`src/rtl/glitch_pkg.sv`:
```
// Shared types and default constants for the glitch-path self-test monitor.
package glitch_pkg;

    localparam int unsigned MON_CNT_W = 32;

    localparam logic [31:0] DEF_TIMEOUT_CYCLES = 32'd12_000_000;
    localparam logic [31:0] DEF_EXP_DELAY      = 32'd12_000_000;
    localparam logic [31:0] DEF_EXP_WIDTH      = 32'd12;
    localparam logic [31:0] DEF_TOLERANCE      = 32'd2;

    typedef enum logic [1:0] {
        IDLE   = 2'd0,
        DELAY  = 2'd1,
        WIDTH  = 2'd2,
        REPORT = 2'd3
    } mon_state_t;

    typedef struct packed {
        logic [MON_CNT_W-1:0] delay;
        logic [MON_CNT_W-1:0] width;
        logic                 timeout;
        logic                 pass;
    } mon_result_t;

endpackage

```
`src/rtl/glitch_monitor_if.sv`:
```
// Result bundle published by the glitch monitor.
interface glitch_monitor_if
    import glitch_pkg::*;
#(
    parameter int unsigned CNT_W = MON_CNT_W
) ();

    logic [CNT_W-1:0] delay_cycles;
    logic [CNT_W-1:0] width_cycles;
    logic             result_valid;
    logic             timeout;
    logic             pass;
    logic             busy;

    modport master (
        output delay_cycles, width_cycles, result_valid, timeout, pass, busy
    );

    modport slave (
        input delay_cycles, width_cycles, result_valid, timeout, pass, busy
    );

endinterface

```
`src/rtl/glitch_monitor_sync_edge.sv`:
```
// 2-FF synchronizer with registered rise/fall strobes; optionally holds off
// rise strobes until the synchronized line has been seen low after reset.
module sync_edge #(
    parameter bit GATE_RISE = 1'b0
) (
    input  logic clk,
    input  logic rst_n,
    input  logic din,
    output logic rise_o,
    output logic fall_o
);

    logic       meta_q, meta_d;
    logic       sync_q, sync_d;
    logic       hist_q, hist_d;
    logic       rise_q, rise_d;
    logic       fall_q, fall_d;
    logic       armed_q, armed_d;
    logic [1:0] fill_q, fill_d;

    // fill_q[1] marks that sync_q holds a real sample rather than its reset value
    always_comb begin
        meta_d  = din;
        sync_d  = meta_q;
        hist_d  = sync_q;
        fill_d  = {fill_q[0], 1'b1};
        armed_d = armed_q | (fill_q[1] & ~sync_q);
        rise_d  = sync_q & ~hist_q & (armed_q | ~GATE_RISE);
        fall_d  = ~sync_q & hist_q;
    end

    always_ff @(posedge clk or negedge rst_n) begin
        if (!rst_n) begin
            meta_q  <= 1'b0;
            sync_q  <= 1'b0;
            hist_q  <= 1'b0;
            rise_q  <= 1'b0;
            fall_q  <= 1'b0;
            armed_q <= 1'b0;
            fill_q  <= 2'b00;
        end else begin
            meta_q  <= meta_d;
            sync_q  <= sync_d;
            hist_q  <= hist_d;
            rise_q  <= rise_d;
            fall_q  <= fall_d;
            armed_q <= armed_d;
            fill_q  <= fill_d;
        end
    end

    assign rise_o = rise_q;
    assign fall_o = fall_q;

endmodule

```
`src/rtl/glitch_monitor.sv`:
```
// Measures trigger-to-glitch delay and glitch width in cycles and publishes
// each result with a pass/fail verdict against the expected values.
module glitch_monitor
    import glitch_pkg::*;
#(
    parameter int unsigned      CNT_W          = MON_CNT_W,
    parameter logic [CNT_W-1:0] TIMEOUT_CYCLES = CNT_W'(DEF_TIMEOUT_CYCLES),
    parameter logic [CNT_W-1:0] EXP_DELAY      = CNT_W'(DEF_EXP_DELAY),
    parameter logic [CNT_W-1:0] EXP_WIDTH      = CNT_W'(DEF_EXP_WIDTH),
    parameter logic [CNT_W-1:0] TOLERANCE      = CNT_W'(DEF_TOLERANCE)
) (
    input  logic             clk,
    input  logic             rst_n,
    input  logic             trigger,
    input  logic             glitch,
    glitch_monitor_if.master res_if
);

    logic trig_rise, unused_trig_fall;
    logic glitch_rise, glitch_fall;

    sync_edge #(.GATE_RISE(1'b1)) u_trig_sync (
        .clk    (clk),
        .rst_n  (rst_n),
        .din    (trigger),
        .rise_o (trig_rise),
        .fall_o (unused_trig_fall)
    );

    sync_edge #(.GATE_RISE(1'b0)) u_glitch_sync (
        .clk    (clk),
        .rst_n  (rst_n),
        .din    (glitch),
        .rise_o (glitch_rise),
        .fall_o (glitch_fall)
    );

    mon_state_t       state_q, state_d;
    logic [CNT_W-1:0] cnt_q, cnt_d, cnt_inc;
    logic [CNT_W-1:0] delay_cap_q, delay_cap_d;
    logic [CNT_W-1:0] delay_q, delay_d;
    logic [CNT_W-1:0] width_q, width_d;
    logic             timeout_q, timeout_d;
    logic             pass_q, pass_d;
    logic             valid_q, valid_d;
    logic             busy_q, busy_d;

    logic             fin;
    logic             fin_to;
    logic [CNT_W-1:0] fin_delay, fin_width;

    assign cnt_inc = cnt_q + CNT_W'(1);

    // |a - b| <= TOLERANCE, difference taken one bit wider so it cannot wrap
    function automatic logic within_tol(input logic [CNT_W-1:0] a,
                                        input logic [CNT_W-1:0] b);
        logic [CNT_W:0] diff;
        diff = (a >= b) ? ({1'b0, a} - {1'b0, b}) : ({1'b0, b} - {1'b0, a});
        return diff <= {1'b0, TOLERANCE};
    endfunction

    always_comb begin
        state_d     = state_q;
        cnt_d       = cnt_q;
        delay_cap_d = delay_cap_q;
        delay_d     = delay_q;
        width_d     = width_q;
        timeout_d   = timeout_q;
        pass_d      = pass_q;
        valid_d     = 1'b0;
        fin         = 1'b0;
        fin_to      = 1'b0;
        fin_delay   = '0;
        fin_width   = '0;

        case (state_q)
            IDLE: begin
                if (trig_rise) begin
                    cnt_d = '0;
                    if (glitch_rise) begin
                        delay_cap_d = '0;
                        state_d     = WIDTH;
                    end else begin
                        state_d = DELAY;
                    end
                end
            end
            DELAY: begin
                cnt_d = cnt_inc;
                if (glitch_rise) begin
                    delay_cap_d = cnt_inc;
                    cnt_d       = '0;
                    state_d     = WIDTH;
                end else if (cnt_inc == TIMEOUT_CYCLES) begin
                    fin       = 1'b1;
                    fin_to    = 1'b1;
                    fin_delay = cnt_inc;
                end
            end
            WIDTH: begin
                cnt_d     = cnt_inc;
                fin_delay = delay_cap_q;
                fin_width = cnt_inc;
                if (glitch_fall) begin
                    fin = 1'b1;
                end else if (cnt_inc == TIMEOUT_CYCLES) begin
                    fin    = 1'b1;
                    fin_to = 1'b1;
                end
            end
            REPORT: begin
                state_d = IDLE;
            end
            default: begin
                state_d = IDLE;
            end
        endcase

        // Results are loaded on entry to REPORT so result_valid coincides with it
        if (fin) begin
            state_d   = REPORT;
            delay_d   = fin_delay;
            width_d   = fin_width;
            timeout_d = fin_to;
            pass_d    = ~fin_to & within_tol(fin_delay, EXP_DELAY)
                                & within_tol(fin_width, EXP_WIDTH);
            valid_d   = 1'b1;
        end

        busy_d = (state_d != IDLE);
    end

    always_ff @(posedge clk or negedge rst_n) begin
        if (!rst_n) begin
            state_q     <= IDLE;
            cnt_q       <= '0;
            delay_cap_q <= '0;
            delay_q     <= '0;
            width_q     <= '0;
            timeout_q   <= 1'b0;
            pass_q      <= 1'b0;
            valid_q     <= 1'b0;
            busy_q      <= 1'b0;
        end else begin
            state_q     <= state_d;
            cnt_q       <= cnt_d;
            delay_cap_q <= delay_cap_d;
            delay_q     <= delay_d;
            width_q     <= width_d;
            timeout_q   <= timeout_d;
            pass_q      <= pass_d;
            valid_q     <= valid_d;
            busy_q      <= busy_d;
        end
    end

    assign res_if.delay_cycles = delay_q;
    assign res_if.width_cycles = width_q;
    assign res_if.result_valid = valid_q;
    assign res_if.timeout      = timeout_q;
    assign res_if.pass         = pass_q;
    assign res_if.busy         = busy_q;

endmodule
```
`src/flat_wrapper.sv`:
```
// flat-port wrapper written by rule: the top's interface ports become plain ports
module glitch_monitor_flat import glitch_pkg::*;
#(
    parameter int unsigned      CNT_W          = MON_CNT_W,
    parameter logic [CNT_W-1:0] TIMEOUT_CYCLES = CNT_W'(DEF_TIMEOUT_CYCLES),
    parameter logic [CNT_W-1:0] EXP_DELAY      = CNT_W'(DEF_EXP_DELAY),
    parameter logic [CNT_W-1:0] EXP_WIDTH      = CNT_W'(DEF_EXP_WIDTH),
    parameter logic [CNT_W-1:0] TOLERANCE      = CNT_W'(DEF_TOLERANCE)
)
  (clk, rst_n, trigger, glitch, res_if_delay_cycles, res_if_width_cycles, res_if_result_valid, res_if_timeout, res_if_pass, res_if_busy);
  glitch_monitor_if #(.CNT_W(CNT_W)) res_if_i ();
  input  logic clk;
  input  logic rst_n;
  input  logic trigger;
  input  logic glitch;
  output wire logic [$bits(res_if_i.delay_cycles)-1:0] res_if_delay_cycles;
  output wire logic [$bits(res_if_i.width_cycles)-1:0] res_if_width_cycles;
  output wire logic [$bits(res_if_i.result_valid)-1:0] res_if_result_valid;
  output wire logic [$bits(res_if_i.timeout)-1:0] res_if_timeout;
  output wire logic [$bits(res_if_i.pass)-1:0] res_if_pass;
  output wire logic [$bits(res_if_i.busy)-1:0] res_if_busy;
  assign res_if_delay_cycles = res_if_i.delay_cycles;
  assign res_if_width_cycles = res_if_i.width_cycles;
  assign res_if_result_valid = res_if_i.result_valid;
  assign res_if_timeout = res_if_i.timeout;
  assign res_if_pass = res_if_i.pass;
  assign res_if_busy = res_if_i.busy;
  glitch_monitor #(.CNT_W(CNT_W), .TIMEOUT_CYCLES(TIMEOUT_CYCLES), .EXP_DELAY(EXP_DELAY), .EXP_WIDTH(EXP_WIDTH), .TOLERANCE(TOLERANCE)) u_core (.clk(clk), .rst_n(rst_n), .trigger(trigger), .glitch(glitch), .res_if(res_if_i));
endmodule
```
`config.mk`:
```
export PLATFORM = sky130hd
export DESIGN_NAME = glitch_monitor_flat
export DESIGN_NICKNAME = d
export VERILOG_FILES = /design/src/rtl/glitch_pkg.sv /design/src/rtl/glitch_monitor_if.sv /design/src/rtl/glitch_monitor_sync_edge.sv /design/src/rtl/glitch_monitor.sv /design/src/flat_wrapper.sv
export SDC_FILE = /design/constraint.sdc
export NUM_CORES = 1
export LEC_CHECK = 0
export ABC_CLOCK_PERIOD_IN_PS = 6300
export CAP_MARGIN = 20
export CORE_MARGIN = 4
export CORE_UTILIZATION = 32
export CTS_CLUSTER_SIZE = 16
export DETAILED_ROUTE_END_ITERATION = 8
export PLACE_DENSITY = 0.55
export SLEW_MARGIN = 10
export SYNTH_ARGS = -nofsm -noshare
export SYNTH_HDL_FRONTEND = slang
export SYNTH_SLANG_ARGS = --single-unit
export TNS_END_PERCENT = 10
```
`constraint.sdc`:
```
create_clock -name clk -period 6.3 [get_ports clk]
set_clock_uncertainty 0.1 [all_clocks]
set_input_delay 1.26 -clock clk [delete_from_list [all_inputs] [get_ports clk]]
set_output_delay 1.26 -clock clk [all_outputs]
set_load 0.02 [all_outputs]
```
# [After elaboration in Yosys (flattened, before gate mapping)]
# Index checks and enable logic that the tools add are counted.
# W data, S select, Z words.
[totals] regBits=146 in_bits=4 out_inout_bits=68 word_cells=80
[classes] add_sub_neg=5 order_cmp=4 n_eq_ne=7 muxes=25 n_bitwise=13 n_reduce_logical=6
[ops] operator="$mux W32" n=8
[ops] operator="$pmux W32 S2" n=2
[ops] operator="$pmux W32 S3" n=1
[ops] operator="$le A33 B2 Y1 const B" n=2
[ops] operator="$mux W33" n=2
[ops] operator="$sub A24 B32 Y33 const A" n=1
[ops] operator="$sub A32 B24 Y33 const B" n=1
[ops] operator="$sub A32 B4 Y33 const B" n=1
[ops] operator="$sub A4 B32 Y33 const A" n=1
[ops] operator="$add A32 B1 Y32 const B" n=1
[ops] operator="$eq A32 B24 Y1 const B" n=1
[ops] operator="$ge A32 B24 Y1 const B" n=1
[ops] operator="$ge A32 B4 Y1 const B" n=1
[ops] operator="$mux W2" n=4
[ops] operator="$and A1 B1 Y1" n=7
[ops] operator="$ne A2 B2 Y1 const B" n=3
[ops] operator="$pmux W2 S3" n=1
[ops] operator="$mux W1" n=5
[ops] operator="$not A1 Y1" n=5
[ops] operator="$eq A2 B2 Y1 const B" n=2
[ops] operator="$pmux W1 S2" n=2
[ops] operator="$reduce_and A4 Y1" n=1
[ops] operator="$reduce_bool A2 Y1" n=2
[ops] operator="$reduce_bool A3 Y1" n=1
[ops] operator="4 further kinds" n=4

# [Longest topological paths before layout]
[depth] word_depth=10 mapped_depth=25 ltp_nobuf=22

# [Cells and area by module]
# A second synthesis with hierarchy kept.
[unflattened] hier_cells=1295 hier_area_um2=10174.8
[by_module_without_submodules] mod="glitch_monitor" instances=1 cells_each=1274 area_per_inst_um2=9805.7 seq_area_each_um2=3353.2
[by_module_without_submodules] mod="sync_edge at u_core.u_trig_sync" instances=1 cells_each=14 area_per_inst_um2=229.0 seq_area_each_um2=200.2
[by_module_without_submodules] mod="sync_edge at u_core.u_glitch_sync" instances=1 cells_each=7 area_per_inst_um2=140.1 seq_area_each_um2=125.1

# [Worst setup path before layout]
# No wires, ideal clock.
[synth_path] kind="flip-flop to flip-flop" startpoint="register u_core.cnt_q[1]" endpoint="register u_core.pass_q, in the netlist u_core.res_if.pass" setup_time_ns=0.076 arrival_time_ns=5.404 required_time_ns=6.124 slack_ns=0.720 stages_incl_launch_ff=23 n_path_buf=2 synth_period_minus_slack_ns=5.580 cell_sequence="dfrtp_1 -> ha_1 -> buf_4 -> or3_1 -> a211o_1 -> a221oi_1 -> nand3_1 -> or4_1 -> nor3_1 -> clkbuf_1 -> a21oi_1 -> nor2_1 -> ha_1 -> nand2b_1 -> a31o_2 -> o21ai_0 -> or4b_2 -> o211a_1 -> a21boi_0 -> o2111ai_1 -> nor4_1 -> nand4_1 -> o21ai_1"
[synth_via] elab_chain_cells=10 word_cells_on_any_way=25 classes_between="5 x add/sub; 4 x order compare; 1 x eq/ne; 12 x mux; 3 x bitwise"
[synth_rtl] item="from (decl)" line="glitch_monitor.sv:39" rtl="logic [CNT_W-1:0] cnt_q, cnt_d, cnt_inc;"
[synth_rtl] item="from (signal assigned)" line="glitch_monitor.sv:146" rtl="cnt_q <= cnt_d;"
[synth_rtl] item="$add A32 B1 Y32 (*)" line="glitch_monitor.sv:52" rtl="assign cnt_inc = cnt_q + CNT_W'(1);"
[synth_rtl] item="$eq A32 B24 Y1" line="glitch_monitor.sv:94" rtl="end else if (cnt_inc == TIMEOUT_CYCLES) begin"
[synth_rtl] item="$mux W32 (*)" line="glitch_monitor.sv:94"
[synth_rtl] item="$mux W32 (*)" line="glitch_monitor.sv:90" rtl="if (glitch_rise) begin"
[synth_rtl] item="$pmux W32 S2 (*)" line="glitch_monitor.sv:76" rtl="case (state_q)"
[synth_rtl] item="via u_core.fin_delay[9]" line="glitch_monitor.sv:50" rtl="logic [CNT_W-1:0] fin_delay, fin_width;"
[synth_rtl] item="$sub A24 B32 Y33, or another cell as far along" line="glitch_monitor.sv:58" rtl="diff = (a >= b) ? ({1'b0, a} - {1'b0, b}) : ({1'b0, b} - {1'b0, a});"
[synth_rtl] item="$mux W33 (*)" line="glitch_monitor.sv:58"
[synth_rtl] item="$le A33 B2 Y1 (*)" line="glitch_monitor.sv:59" rtl="return diff <= {1'b0, TOLERANCE};"
[synth_rtl] item="$and A1 B1 Y1 (*)" line="glitch_monitor.sv:125" rtl="pass_d = ~fin_to & within_tol(fin_delay, EXP_DELAY)"
[synth_rtl] item="$and A1 B1 Y1 (*)" line="glitch_monitor.sv:126" rtl="& within_tol(fin_width, EXP_WIDTH);"
[synth_rtl] item="to (signal assigned)" line="glitch_monitor.sv:151" rtl="pass_q <= pass_d;"
[synth_rtl] item="to (decl)" line="glitch_monitor.sv:44" rtl="logic pass_q, pass_d;"
# Mark *: on every way through the listed nets, which the timed path passes. The rest lies on a longest branch.
# A chain may end at the register's enable or synchronous reset.

# [Worst setup path after layout]
[layout_path] startpoint="register u_core.cnt_q[3]" endpoint="register u_core.pass_q, in the netlist u_core.res_if.pass"
[layout_via] elab_chain_cells=10 word_cells_on_any_way=25 classes_between="5 x add/sub; 4 x order compare; 1 x eq/ne; 12 x mux; 3 x bitwise"
[layout_rtl] item="$add A32 B1 Y32 (*)" line="glitch_monitor.sv:52"
[layout_rtl] item="$eq A32 B24 Y1" line="glitch_monitor.sv:94, glitch_monitor.sv:106"
[layout_rtl] item="$mux W32" line="glitch_monitor.sv:94"
[layout_rtl] item="$mux W32" line="glitch_monitor.sv:90"
[layout_rtl] item="$pmux W32 S2" line="glitch_monitor.sv:76"
[layout_rtl] item="$sub A24 B32 Y33, or another cell as far along" line="glitch_monitor.sv:58"
[layout_rtl] item="$mux W33" line="glitch_monitor.sv:58"
[layout_rtl] item="$le A33 B2 Y1" line="glitch_monitor.sv:59"
[layout_rtl] item="$and A1 B1 Y1" line="glitch_monitor.sv:125"
[layout_rtl] item="$and A1 B1 Y1" line="glitch_monitor.sv:126"
# Every way passes the cells marked *; elsewhere a longest branch is shown, timed or not.

==> flow_summary.ini <==
[critical_path]
end_kind = flip-flop
cp_max_fo = 12
crit_start = u_core.cnt_q[3]
timing_worst_setup_path_type = flip-flop to flip-flop
r2r-start = u_core.cnt_q[3]
startpoint_type = flip-flop
worstPathRequired_ns = 6.57
reg2reg_to = u_core.res_if.pass
rr_worst_depth = 22
cp.arrival_ns = 6.25
ff2ff_setup_slack_ns = 0.32

[cts]
clk_pin_slew_ns = 0.08
cts_tree = built
cts_sinks = 146
cts_buffers = 17
root_buffer = clkbuf_16
htreeDepth = 4
worstSkewPairLatency_ns = 0.43
clockBufferDepth = 2

[synthesis]
yosys_warnings = 0
synth_area_um2 = 10090
synth.area.top_cells = dfrtp_1, nand2_1, o21ai_0, nor2_1, nand3_1
synthAdderAreaFrac = 0.01365
syn_avg_cell_area_um2 = 7.843
synthCells = 1286
synth-xor-area-share = 0.03387
synth_top_family_by_area = simple AND/OR/NAND/NOR gates
synth.area.mux_share = 0.01600
synth_fp_nets = 1301
synth-simple-area-share = 0.2812
synth_top_area_share = 0.3622
synth_top_area_cell = dfrtp_1
ys_seq_area_frac = 0.3622
synth-compound-area-share = 0.2481
synth_async_sr_flop_share = 1.000
synth_edf_count = 0
synth_flop_cell = dfrtp_1
synth_seq_cells = 146
synth_cell_types = 84

[floorplan]
ioPinCount = 72
die_y_um = 185.5
rows = 64
die_w_um = 185.5
start_util = 0.3272
coreArea_um2 = 30830
die-area_um2 = 34420

[sta]
fmax_mhz = 167.1
fin_ws_ns = 0.3166
hold_violations = 0
period_needed_ns = 5.983
fin_crit_sh = 0.9497
setup_viol = 0
max-slew-margin-rel = 0.3163
setup_tns_ns = 0
slew_viol_final = 0
rsz0062_at_grt = no
worst_pin_slew_ns = 1.022
hold_ws_ns = 0.2499

[global_routing]
grt_pass1_vias = 10130
grt_usage = 0.2452
grt_max_degree = 103
grt-ovfl-total = 0
antenna_found_initial = 0
grt_first_pass_wirelength_um = 64560

[hold_path]
hp-start = u_core.u_trig_sync.fill_q[0]
min_path_cells = 0
hold_path_class = flip-flop to flip-flop
whs_endpoint = u_core.u_trig_sync.fill_q[1]

[cells_and_area]
nFillCells = 3213
num_antenna_cells = 0
postLayoutCoreUtil = 0.3904
final_nets = 1371
layout_common_cells = nand2_1, dfrtp_1, o21ai_0
area_growth_pct = 19.34
drive_above_1_share = 0.1103
mostFrequentLayoutCell = nand2_1

[power_and_ir_drop]
peakVddDrop_mv = 0.1762
p_per_area_nw_per_um2 = 221.3
power.leakage_nw = 4.862

[routing]
antenna_left = 0
wire_per_inst_um = 24.18
vias = 10660
drt_first_pass_iters = 5
via_per_inst = 6.037
remaining_drc_errors = 0
drtIter0Drc = 1360
wl_um = 42680

[placed_design]
dp_hpwl_um = 32410
globalplace.congestion = 0.9961
dp_slack_ns = 0.3520
portBuffers = 71

[flow_run]
max_cap_viol_count = 0

[run_status]
status = finished, final reports clean
-- how the worst max path moves through the flow --
stage | endpoint | slack (ns) | cells after the start
CTS | u_core.res_if.pass | 0.30 | 23
detailed placement | u_core.res_if.pass | 0.35 | 22
finish | u_core.res_if.pass | 0.32 | 22
floorplan | u_core.res_if.pass | 0.72 | 22
global placement | u_core.res_if.pass | 0.44 | 23
global route | u_core.res_if.pass | 0.005 | 22
-- area by class of cell --
cell class / count / area [um^2] / share of cell area
timing repair buffer: 138 / 1227 / 0.1020
sequential: 146 / 3655 / 0.3036
multi-input combinational: 1031 / 6011 / 0.4994
clock buffer: 17 / 425.4 / 0.03534
tap: 396 / 495.5 / 0.04116
clock inverter: 15 / 140.1 / 0.01164
inverter: 22 / 82.58 / 0.006861
-- flip-flops by register name, summed over array words and instances (netlist names), 2 cells and up --
| signal | count |
|---|---|
| u_core.cnt_q | 32 |
| u_core.delay_cap_q | 32 |
| u_core.res_if.delay_cycles | 32 |
| u_core.res_if.width_cycles | 32 |
| u_core.state_q | 2 |
| u_core.u_trig_sync.fill_q | 2 |
-- cells in the mapped netlist, drive strengths merged, types with 7 or more instances --
library cell and number:
nor2b 7, a21oi 55, or3 13, nand3 63, o22ai 7, a211o 9
or2 11, o21ai 145, ha 11, inv 22, xnor2 21, and3 12
or4 11, o211ai 7, o31ai 35, a31oi 19, nand4 24, dfrtp 146
a21o 11, nor3 42, nand2b 15, nor4 30, buf 28, a211oi 10
mux2 9, o2111ai 9, nand2 239, nor2 87, clkbuf 59, a22o 13
and2 10, xor2 18
-- layer usage --
layer | global-route usage | wire length [um]
met5 | 0 | 0
met1 | 0.3572 | 19580
met4 | 0.06733 | 1112
met3 | 0.03283 | 2934
met2 | 0.3833 | 19040
-- logic make-up after synthesis --
kind of cell | count (synthesis)
other | 1
AND/OR/NAND/NOR | 581
adder cells (fa/ha/maj) | 11
flip-flops | 146
multiplexers | 15
AO/OA/AOI/OAI | 384
buffers and inverters | 109
XOR/XNOR | 39
-- critical path, cell delays in order, from the launching register on --
cell,delay [ns]
dfrtp_1,0.59
nand3_1,0.29
or4_4,0.60
nor4_4,0.39
o22ai_1,0.14
or4_1,0.52
or3_1,0.44
o21ai_1,0.21
nand2_1,0.12
ha_1,0.25
o21ai_0,0.11
buf_4,0.18
nand2b_1,0.07
nor2_1,0.12
nor2_1,0.06
a21oi_1,0.24
o32ai_1,0.18
or3_1,0.41
a21boi_0,0.18
a32o_1,0.24
a211oi_1,0.22
o2111ai_1,0.14
o21ai_1,0.13
-- report_power, final --
| part | internal (W) | switching (W) |
|---|---|---|
| Clock | 0.000524 | 0.000484 |
| Sequential | 0.000968 | 0.0000270 |
| Combinational | 0.000173 | 0.000487 |
| Total | 0.00167 | 0.000998 |
-- per-stage QoR --
stage / instances / total power (W) / instance area (um^2)
6_report: 1765 / 0.002663 / 12040
5_1_grt: 1765 / 0.002780 / 12040
4_1_cts: 1764 / 0.002674 / 12020
3_5_place_dp: 1732 / 0.001663 / 11450
3_3_place_gp: 1732 / 0.001664 / 11450
2_1_floorplan: 1286 / 0.001399 / 10090
-- repair_timing --
| item | CTS | global route |
|---|---|---|
| endpoints found under the hold margin | 0 | 0 |
| buffers inserted | 0 | 1 |
| gates resized for setup | 0 | 5 |
| endpoints found under the setup margin | 0 | 1 |
| hold buffers | 0 | 0 |
Note: power is estimated with default switching activity, not from simulation.
